==> src/rtl/bs_drvr_fifo.sv <==
// bs_drvr_fifo: bus driver with independent TX (device -> bus) and RX
// (bus -> device) first-word-fall-through FIFOs, with sticky overflow flags.
//
// Ports
//   clk, reset            single clock, asynchronous active-high reset
//   wr_en, D_in           device write into TX
//   full, pndng, D_pop    TX status / head to the bus arbiter
//   pop                   arbiter consumes TX head
//   push, D_push          bus delivery into RX (never back-pressured)
//   rx_pndng, D_out       RX status / head to the device
//   rd_en                 device consumes RX head
//   tx_cnt, rx_cnt        occupancy of each FIFO
//   tx_ovf, rx_ovf        sticky drop flags, cleared by ovf_clr

// One circular buffer with count, FWFT head and sticky overflow flag.
module bs_drvr_fifo_buf #(
   parameter int unsigned PCKG  = 16,
   parameter int unsigned DEPTH = 8,
   localparam int unsigned PW   = (DEPTH > 1) ? $clog2(DEPTH) : 1,
   localparam int unsigned CW   = $clog2(DEPTH + 1)
) (
   input  logic            clk,
   input  logic            reset,
   input  logic            wr,
   input  logic [PCKG-1:0] din,
   input  logic            rd,
   input  logic            clr,
   output logic [PCKG-1:0] dout,
   output logic [CW-1:0]   cnt,
   output logic            ovf
);

   logic [PCKG-1:0] mem [DEPTH];
   logic [PW-1:0]   rd_ptr, wr_ptr, rd_ptr_nxt, wr_ptr_nxt;
   logic [CW-1:0]   cnt_q, cnt_nxt;
   logic            ovf_q, ovf_nxt;
   logic            full_c, empty_c, rd_ok, wr_ok;

   // Accept/drop decisions and next-state computation.
   always_comb begin
      full_c     = (cnt_q == CW'(DEPTH));
      empty_c    = (cnt_q == '0);
      rd_ok      = rd && !empty_c;
      // A pop on a full FIFO frees the slot the write needs this cycle.
      wr_ok      = wr && (!full_c || rd_ok);
      rd_ptr_nxt = rd_ptr;
      wr_ptr_nxt = wr_ptr;
      ovf_nxt    = ovf_q;
      if (rd_ok)
         rd_ptr_nxt = (rd_ptr == PW'(DEPTH - 1)) ? '0 : rd_ptr + PW'(1);
      if (wr_ok)
         wr_ptr_nxt = (wr_ptr == PW'(DEPTH - 1)) ? '0 : wr_ptr + PW'(1);
      cnt_nxt = cnt_q + CW'(wr_ok) - CW'(rd_ok);
      // A drop in the clearing cycle wins so the event is not lost.
      if (clr)
         ovf_nxt = 1'b0;
      if (wr && !wr_ok)
         ovf_nxt = 1'b1;
   end

   // Pointer, count and flag registers.
   always_ff @(posedge clk or posedge reset) begin
      if (reset) begin
         rd_ptr <= '0;
         wr_ptr <= '0;
         cnt_q  <= '0;
         ovf_q  <= 1'b0;
      end else begin
         rd_ptr <= rd_ptr_nxt;
         wr_ptr <= wr_ptr_nxt;
         cnt_q  <= cnt_nxt;
         ovf_q  <= ovf_nxt;
      end
   end

   // Storage; contents are not reset, occupancy alone defines validity.
   always_ff @(posedge clk) begin
      if (wr_ok && !reset)
         mem[wr_ptr] <= din;
   end

   assign dout = (cnt_q != '0) ? mem[rd_ptr] : '0;
   assign cnt  = cnt_q;
   assign ovf  = ovf_q;

endmodule

module bs_drvr_fifo #(
   parameter int unsigned PCKG  = 16,
   parameter int unsigned DEPTH = 8,
   localparam int unsigned CW   = $clog2(DEPTH + 1)
) (
   input  logic            clk,
   input  logic            reset,
   input  logic            wr_en,
   input  logic [PCKG-1:0] D_in,
   output logic            full,
   output logic            pndng,
   output logic [PCKG-1:0] D_pop,
   input  logic            pop,
   input  logic            push,
   input  logic [PCKG-1:0] D_push,
   output logic            rx_pndng,
   output logic [PCKG-1:0] D_out,
   input  logic            rd_en,
   output logic [CW-1:0]   tx_cnt,
   output logic [CW-1:0]   rx_cnt,
   output logic            tx_ovf,
   output logic            rx_ovf,
   input  logic            ovf_clr
);

   // Device -> bus queue.
   bs_drvr_fifo_buf #(.PCKG(PCKG), .DEPTH(DEPTH)) u_tx (
      .clk   (clk),
      .reset (reset),
      .wr    (wr_en),
      .din   (D_in),
      .rd    (pop),
      .clr   (ovf_clr),
      .dout  (D_pop),
      .cnt   (tx_cnt),
      .ovf   (tx_ovf)
   );

   // Bus -> device queue; its full state only causes drops.
   bs_drvr_fifo_buf #(.PCKG(PCKG), .DEPTH(DEPTH)) u_rx (
      .clk   (clk),
      .reset (reset),
      .wr    (push),
      .din   (D_push),
      .rd    (rd_en),
      .clr   (ovf_clr),
      .dout  (D_out),
      .cnt   (rx_cnt),
      .ovf   (rx_ovf)
   );

   // Flags come from registered counts only.
   assign pndng    = (tx_cnt != '0);
   assign full     = (tx_cnt == CW'(DEPTH));
   assign rx_pndng = (rx_cnt != '0);

endmodule

==> config.mk <==
export PLATFORM = sky130hd
export DESIGN_NAME = bs_drvr_fifo
export DESIGN_NICKNAME = d
export VERILOG_FILES = /design/src/rtl/bs_drvr_fifo.sv
export SDC_FILE = /design/constraint.sdc
export NUM_CORES = 1
export LEC_CHECK = 0
export ABC_AREA = 1
export CAP_MARGIN = 10
export CORE_MARGIN = 8
export CORE_UTILIZATION = 53
export DETAILED_ROUTE_END_ITERATION = 10
export PLACE_DENSITY = 0.73
export SYNTH_ARGS = -nofsm -noshare
export SYNTH_HDL_FRONTEND = slang
export SYNTH_SLANG_ARGS = --single-unit
==> constraint.sdc <==
create_clock -name clk -period 2.79 [get_ports clk]
set_clock_uncertainty 0.15 [all_clocks]
set_input_delay 0.837 -clock clk [delete_from_list [all_inputs] [get_ports clk]]
set_output_delay 0.837 -clock clk [all_outputs]
set_load 0.01 [all_outputs]
==> results of run 1 <==
## timing repair
action / CTS / global route
endpoints found under the setup margin: 35 / 34
resized for setup: 181 / 153
setup buffers: 22 / 9
pin swaps: 20 / 65
cloned: 11 / 8
## state kept, by name (all words and copies together), names as in the netlist
signal,flops
u_rx.mem,128
u_tx.mem,128
u_rx.cnt,4
u_tx.cnt,4
u_rx.rd_ptr,3
u_rx.wr_ptr,3
u_tx.rd_ptr,3
u_tx.wr_ptr,3
u_rx.ovf,1
u_tx.ovf,1
## cell type report
cell class | count | area, um^2
inverter | 287 | 1095
tap | 319 | 399.1
clock inverter | 11 | 93.84
timing repair inverter | 1 | 8.758
sequential | 278 | 8240
clock buffer | 40 | 797.0
antenna | 3 | 7.507
fill | 1625 | 7186
timing repair buffer | 167 | 2016
multi-input combinational | 660 | 3560
## report_power, final
group	internal, W	total [W]	switching (W)
logic	0.00315	0.00731	0.00416
clock network	0.00208	0.00361	0.00153
registers	0.00499	0.00528	0.000291
## critical path, cell delays in order (launching register included)
cell      delay, ns
dfrtp_2        0.42
clkinv_4       0.11
buf_12         0.16
buf_16         0.14
buf_6          0.12
nand2_2        0.05
nand3_2        0.07
nand3_2        0.07
nand2_2        0.06
nor2_1         0.09
buf_2          0.13
## through the flow
stage | area, um^2 | setup WS [ns]
2_1_floorplan | 12620 | -0.09242
3_3_place_gp | 14230 | 0.06261
3_5_place_dp | 14230 | 0.03815
4_1_cts | 15710 | -0.1962
5_1_grt | 16210 | -0.2311
6_report | 16220 | -0.1548
## placed cells by master (no fill, tap or decap), types with 3 or more instances in the layout
| master | n |
|---|---|
| clkbuf_1 | 8 |
| ha_1 | 18 |
| dfrtp_1 | 20 |
| nand2_2 | 39 |
| buf_4 | 23 |
| nor2_1 | 66 |
| nand3_2 | 51 |
| buf_16 | 5 |
| inv_2 | 10 |
| buf_6 | 11 |
| nand3_1 | 139 |
| o21ai_1 | 6 |
| clkinv_2 | 3 |
| nand2_1 | 290 |
| buf_8 | 6 |
| nor2_2 | 17 |
| clkbuf_8 | 3 |
| buf_2 | 30 |
| edfxtp_1 | 256 |
| clkdlybuf4s50_1 | 48 |
| nand2_4 | 19 |
| clkbuf_16 | 35 |
| inv_6 | 3 |
| inv_1 | 273 |
| buf_12 | 34 |
| diode_2 | 3 |
## layer usage
metal	vias up	wire, um
li1	4326	-
met1	4335	12420
met2	355	15280
met3	62	2273
met4	0	733
met5	-	0
## cell families after synthesis
family	synth area share [%]
xor+xnor	0.2777
buf+inv	10.94
simple gates	20.87
compound gates	0.3174
flops	65.30
fa+ha+maj	2.301
## how the worst min path moves through the flow
stage,slack (ns),end
floorplan,0.39,u_rx.ovf
global placement,0.35,u_tx.ovf
detailed placement,0.36,u_tx.ovf
CTS,0.37,u_rx.ovf
global route,0.39,u_tx.ovf
finish,0.37,u_tx.ovf
==> results.toml, run 1 <==
[status]
status = "finished, violations left"
violations = "setup timing"

[finish]
area_delta_synth_final_pct = 28.54
final_util_pct = 69.30
layout-drive-gt1-share_pct = 21.33
layout.nets = 1485
fin_cells = 1766

[cts]
cts.clk_slew.worst_paths_ns = 0.06
clock_latency_ns = 0.54
cts_root_buf = "clkbuf_16"
htreeDepth = 1
clockBufferDepth = 3
cts_made_buffers = 29
cts_tree = "done"
hold_buffers = 0
cts_num_sinks = 278

[global_routing]
first_global_vias = 9116
busiest_layer = "met2"
grt_use_met2_pct = 35.71
grt_util_met1_pct = 25.00
met3_usage_pct = 3.707
grt_max_degree = 53
grt_antenna_before_repair = 2
grt_pass1_wl_um = 46500
grt-ovfl-total = 0
track_usage_pct = 20.34

[yosys]
yosysSeqAreaShare_pct = 65.30
syn-cell-area_mm2 = 0.01262
synthArstFlopShare_pct = 7.914
synth_area_leaders = "edfxtp_1, nand2_1, inv_1"
netlist_instances = 1277
synth-edff-count = 256
syn_area_per_cell_um2 = 9.879
yosys_warnings = 0
ys.flop_type = "edfxtp_1"
yosysTopAreaCellShare_pct = 60.93
synth_top_area_cell = "edfxtp_1"
syn_nets = 1338
synth-seq-cells = 278
synth.most_common_cell = "nand2_1"
ys_types = 22
synth_common_cells = "nand2_1, inv_1, edfxtp_1"

[sta]
hold_violations = 0
worst_slack_ns = -0.1548
worst_pin_slew_ns = 0.3778
post-route-period-util_pct = 105.5
clock.fmax_mhz = 339.6
period_minus_slack_ns = 2.945
setup_violations = 31
maxSlewHeadroom_pct = 74.74
hold-worst-slack_ns = 0.3735
rsz0062_at_grt = "yes"
final_max_slew_viol_count = 0
tns_ns = -2.498

[critical_path]
crit_type = "reg -> out"
regToRegSetupSlack_ns = 0.14
r2r-end = "u_rx.cnt[2]"
worstSetupEndpoint = "D_pop[1]"
crit_fanout = 6
cp-startpoint = "u_tx.rd_ptr[0]"
arrival_ns = 1.96
critPathRequiredTime_ns = 1.80
cp-start-kind = "flip-flop"
reg2reg_from = "u_rx.cnt[2]"
endpoint_kind = "output pin"
reg2reg_depth = 12

[min_path]
hold_path_class = "reg -> reg"
min_from = "u_tx.ovf"
whs_path_depth = 2

[floorplan]
row_count = 56
ios = 84
die_area_mm2 = 0.02900
coreArea_mm2 = 0.02340
fp.dieH_um = 170.3
die_w_um = 170.3
initial_utilization_pct = 53.91

[routing]
firstDrtPassIters = 5
viasPerCell = 5.140
drt_iter0_drc = 806
wl_per_cell_um = 17.39
vias = 9078
drt_wl_total_um = 30710
ant_nets = 0
drc = 0

[placed_design]
routabilityCongestion = 0.7931
place_hpwl_um = 16190
port_buffers = 83
placedCellCount = 1672

[run]
cap_violations = 0

[pwr]
p_leak_nw = 7.376
power_density_mw_per_mm2 = 998.9
ir_worst_vdd_mv = 0.7471
finalPower_w = 0.01620
No activity file was read; power rests on OpenSTA's default activity.
==> run 2, diff against run 1 <==
- REMOVE_ABC_BUFFERS: default -> 1
==> run 2 against run 1 <==
  * The flow still finishes with violations (setup timing)
  * Setup slack improved by 0.0025 ns
  * Final cell count is 0.34% higher
  * Cell area fell by 0.83%
  * Worst hold slack lost 0.0086 ns
  * Highest routed layer is now met5
==> results.toml, run 2 (synthesized netlist as in run 1, its figures left out) <==
[pwr]
netSwitchingFraction_pct = 36.52
p_comb_share_pct = 44.8
power_density_mw_per_mm2 = 1012
ir_worst_vdd_mv = 0.8106
switching_power_w = 0.005946
pwr-share-clk_pct = 22.8
seqPwrFrac_pct = 32.3
power.internal_w = 0.01034
p_leak_nw = 7.322

[global_routing]
grt_max_degree = 40
grt_antenna_before_repair = 1
grt-ovfl-total = 0
track_usage_pct = 20.11
first_global_vias = 8787
grt_pass1_wl_um = 46020

[placed_design]
port_buffers = 83
post-place-ws_ns = 0.01522
place_hpwl_um = 16580
routabilityCongestion = 0.8126

[critical_path]
crit_type = "reg -> out"
arrival_ns = 1.96
critPathRequiredTime_ns = 1.80
r2r-end = "u_tx.cnt[2]"
reg2reg_from = "u_tx.cnt[3]"
worstSetupEndpoint = "D_out[13]"
cp-start-kind = "flip-flop"
endpoint_kind = "output pin"
crit_fanout = 7
regToRegSetupSlack_ns = 0.29
cp-startpoint = "u_rx.rd_ptr[0]"
reg2reg_depth = 12

[cts]
cts_num_sinks = 278
cts.clk_slew.worst_paths_ns = 0.06
cts_tree = "done"
htreeDepth = 1
clockBufferDepth = 3
cts_root_buf = "clkbuf_16"
clock_latency_ns = 0.55
cts_made_buffers = 29
hold_buffers = 0

[routing]
vias = 9012
drt_iter0_drc = 797
ant_nets = 0
drc = 0
drt_wl_total_um = 30400
wl_per_cell_um = 17.16
viasPerCell = 5.086
firstDrtPassIters = 5

[sta]
final_max_slew_viol_count = 0
tns_ns = -2.534
hold_violations = 0
clock.fmax_mhz = 339.9
setup_violations = 30
rsz0062_at_grt = "yes"
worst_slack_ns = -0.1523
post-route-period-util_pct = 105.5
worst_pin_slew_ns = 0.3272
period_minus_slack_ns = 2.942
maxSlewHeadroom_pct = 78.12

[finish]
final_common_cell = "nand2_1"
largestRegisters = "u_rx.mem x128, u_tx.mem x128"
layout.nets = 1491
final_cell_mix = "nand2_1, inv_1, edfxtp_1"
num_antenna_cells = 0
layout-drive-gt1-share_pct = 19.13
area_delta_synth_final_pct = 27.48

[status]
status = "finished, violations left"
violations = "setup timing"

[min_path]
hold_path_class = "reg -> reg"

[floorplan]
die_w_um = 170.3
initial_utilization_pct = 53.91
row_count = 56
fp.dieH_um = 170.3
coreArea_mm2 = 0.02340
die_area_mm2 = 0.02900
ios = 84

[run]
cap_violations = 0
==> run 2: changes by cell type in the layout (fill, tap and decap cells not counted), moves of 3 or more <==
cell / previous run / this run
nand2_1: 290 / 307
buf_12: 34 / 28
nand3_2: 51 / 34
diode_2: 3 / 0
nand3_1: 139 / 154
nor2_2: 17 / 13
nand2_2: 39 / 31
buf_4: 23 / 32
buf_6: 11 / 19
clkbuf_1: 8 / 12
nand2_4: 19 / 10
buf_8: 6 / 3
==> run 2: through the flow <==
step	hold slack, ns	instances	utilization (%)	total power, W	instance area (um^2)
after floorplan	0.3900	1225	-	0.008477	12310
after global placement	0.3501	1685	60.92	0.01119	14260
after detailed placement	0.3539	1685	60.92	0.01135	14260
after CTS	0.3653	1758	66.69	0.01556	15610
after global routing	0.3955	1772	68.72	0.01719	16080
final	0.3649	1772	68.72	0.01628	16080
==> run 2: worst min-delay path by stage <==
stage,start,slack [ns],depth (start not counted),end
after CTS,u_rx.ovf,0.37,2,u_rx.ovf
after global placement,u_tx.ovf,0.35,2,u_tx.ovf
after global routing,u_rx.ovf,0.40,2,u_rx.ovf
after floorplan,u_rx.ovf,0.39,2,u_rx.ovf
after detailed placement,u_rx.ovf,0.35,2,u_rx.ovf
final,u_rx.ovf,0.36,2,u_rx.ovf
==> run 2: repair_timing <==
item                       CTS  global route
setup endpoints to repair   35            35
setup buffers               13             9
cloned                       7             6
gates resized for setup    190           102
pin swaps                   12            32
==> run 2: area by class of cell <==
cell class / instances / area (um^2)
inverter: 287 / 1092
multi-input combinational: 660 / 3427
tap: 319 / 399.1
clock buffer: 43 / 798.3
sequential: 278 / 8240
timing repair buffer: 174 / 2012
fill: 1623 / 7320
clock inverter: 11 / 113.9
==> run 2: per-layer routing <==
layer / track usage (%) / vias up / part of all wire (%)
li1: - / 4337 / -
met1: 23.91 / 4266 / 38
met2: 35.80 / 337 / 52
met3: 3.823 / 70 / 7.0
met4: 7.285 / 2 / 2.8
met5: 0 / - / 0.036
==> run 2: critical path, stage by stage (launching register included) <==
cell and delay (ns):
dfrtp_2 0.49, inv_8 0.09, buf_12 0.15, buf_16 0.14, nand2_2 0.06, nand3_2 0.09
nand3_4 0.07, nand2_2 0.06, nor2_2 0.11, buf_2 0.14
==> run 2: power groups by stage <==
| stage | clock network (W) | registers (W) | logic (W) |
|---|---|---|---|
| floorplan | 0 | 0.00561 | 0.00287 |
| global placement | 0 | 0.00529 | 0.00590 |
| detailed placement | 0 | 0.00531 | 0.00604 |
| CTS | 0.00375 | 0.00524 | 0.00657 |
| global route | 0.00394 | 0.00531 | 0.00794 |
| finish | 0.00372 | 0.00526 | 0.00730 |
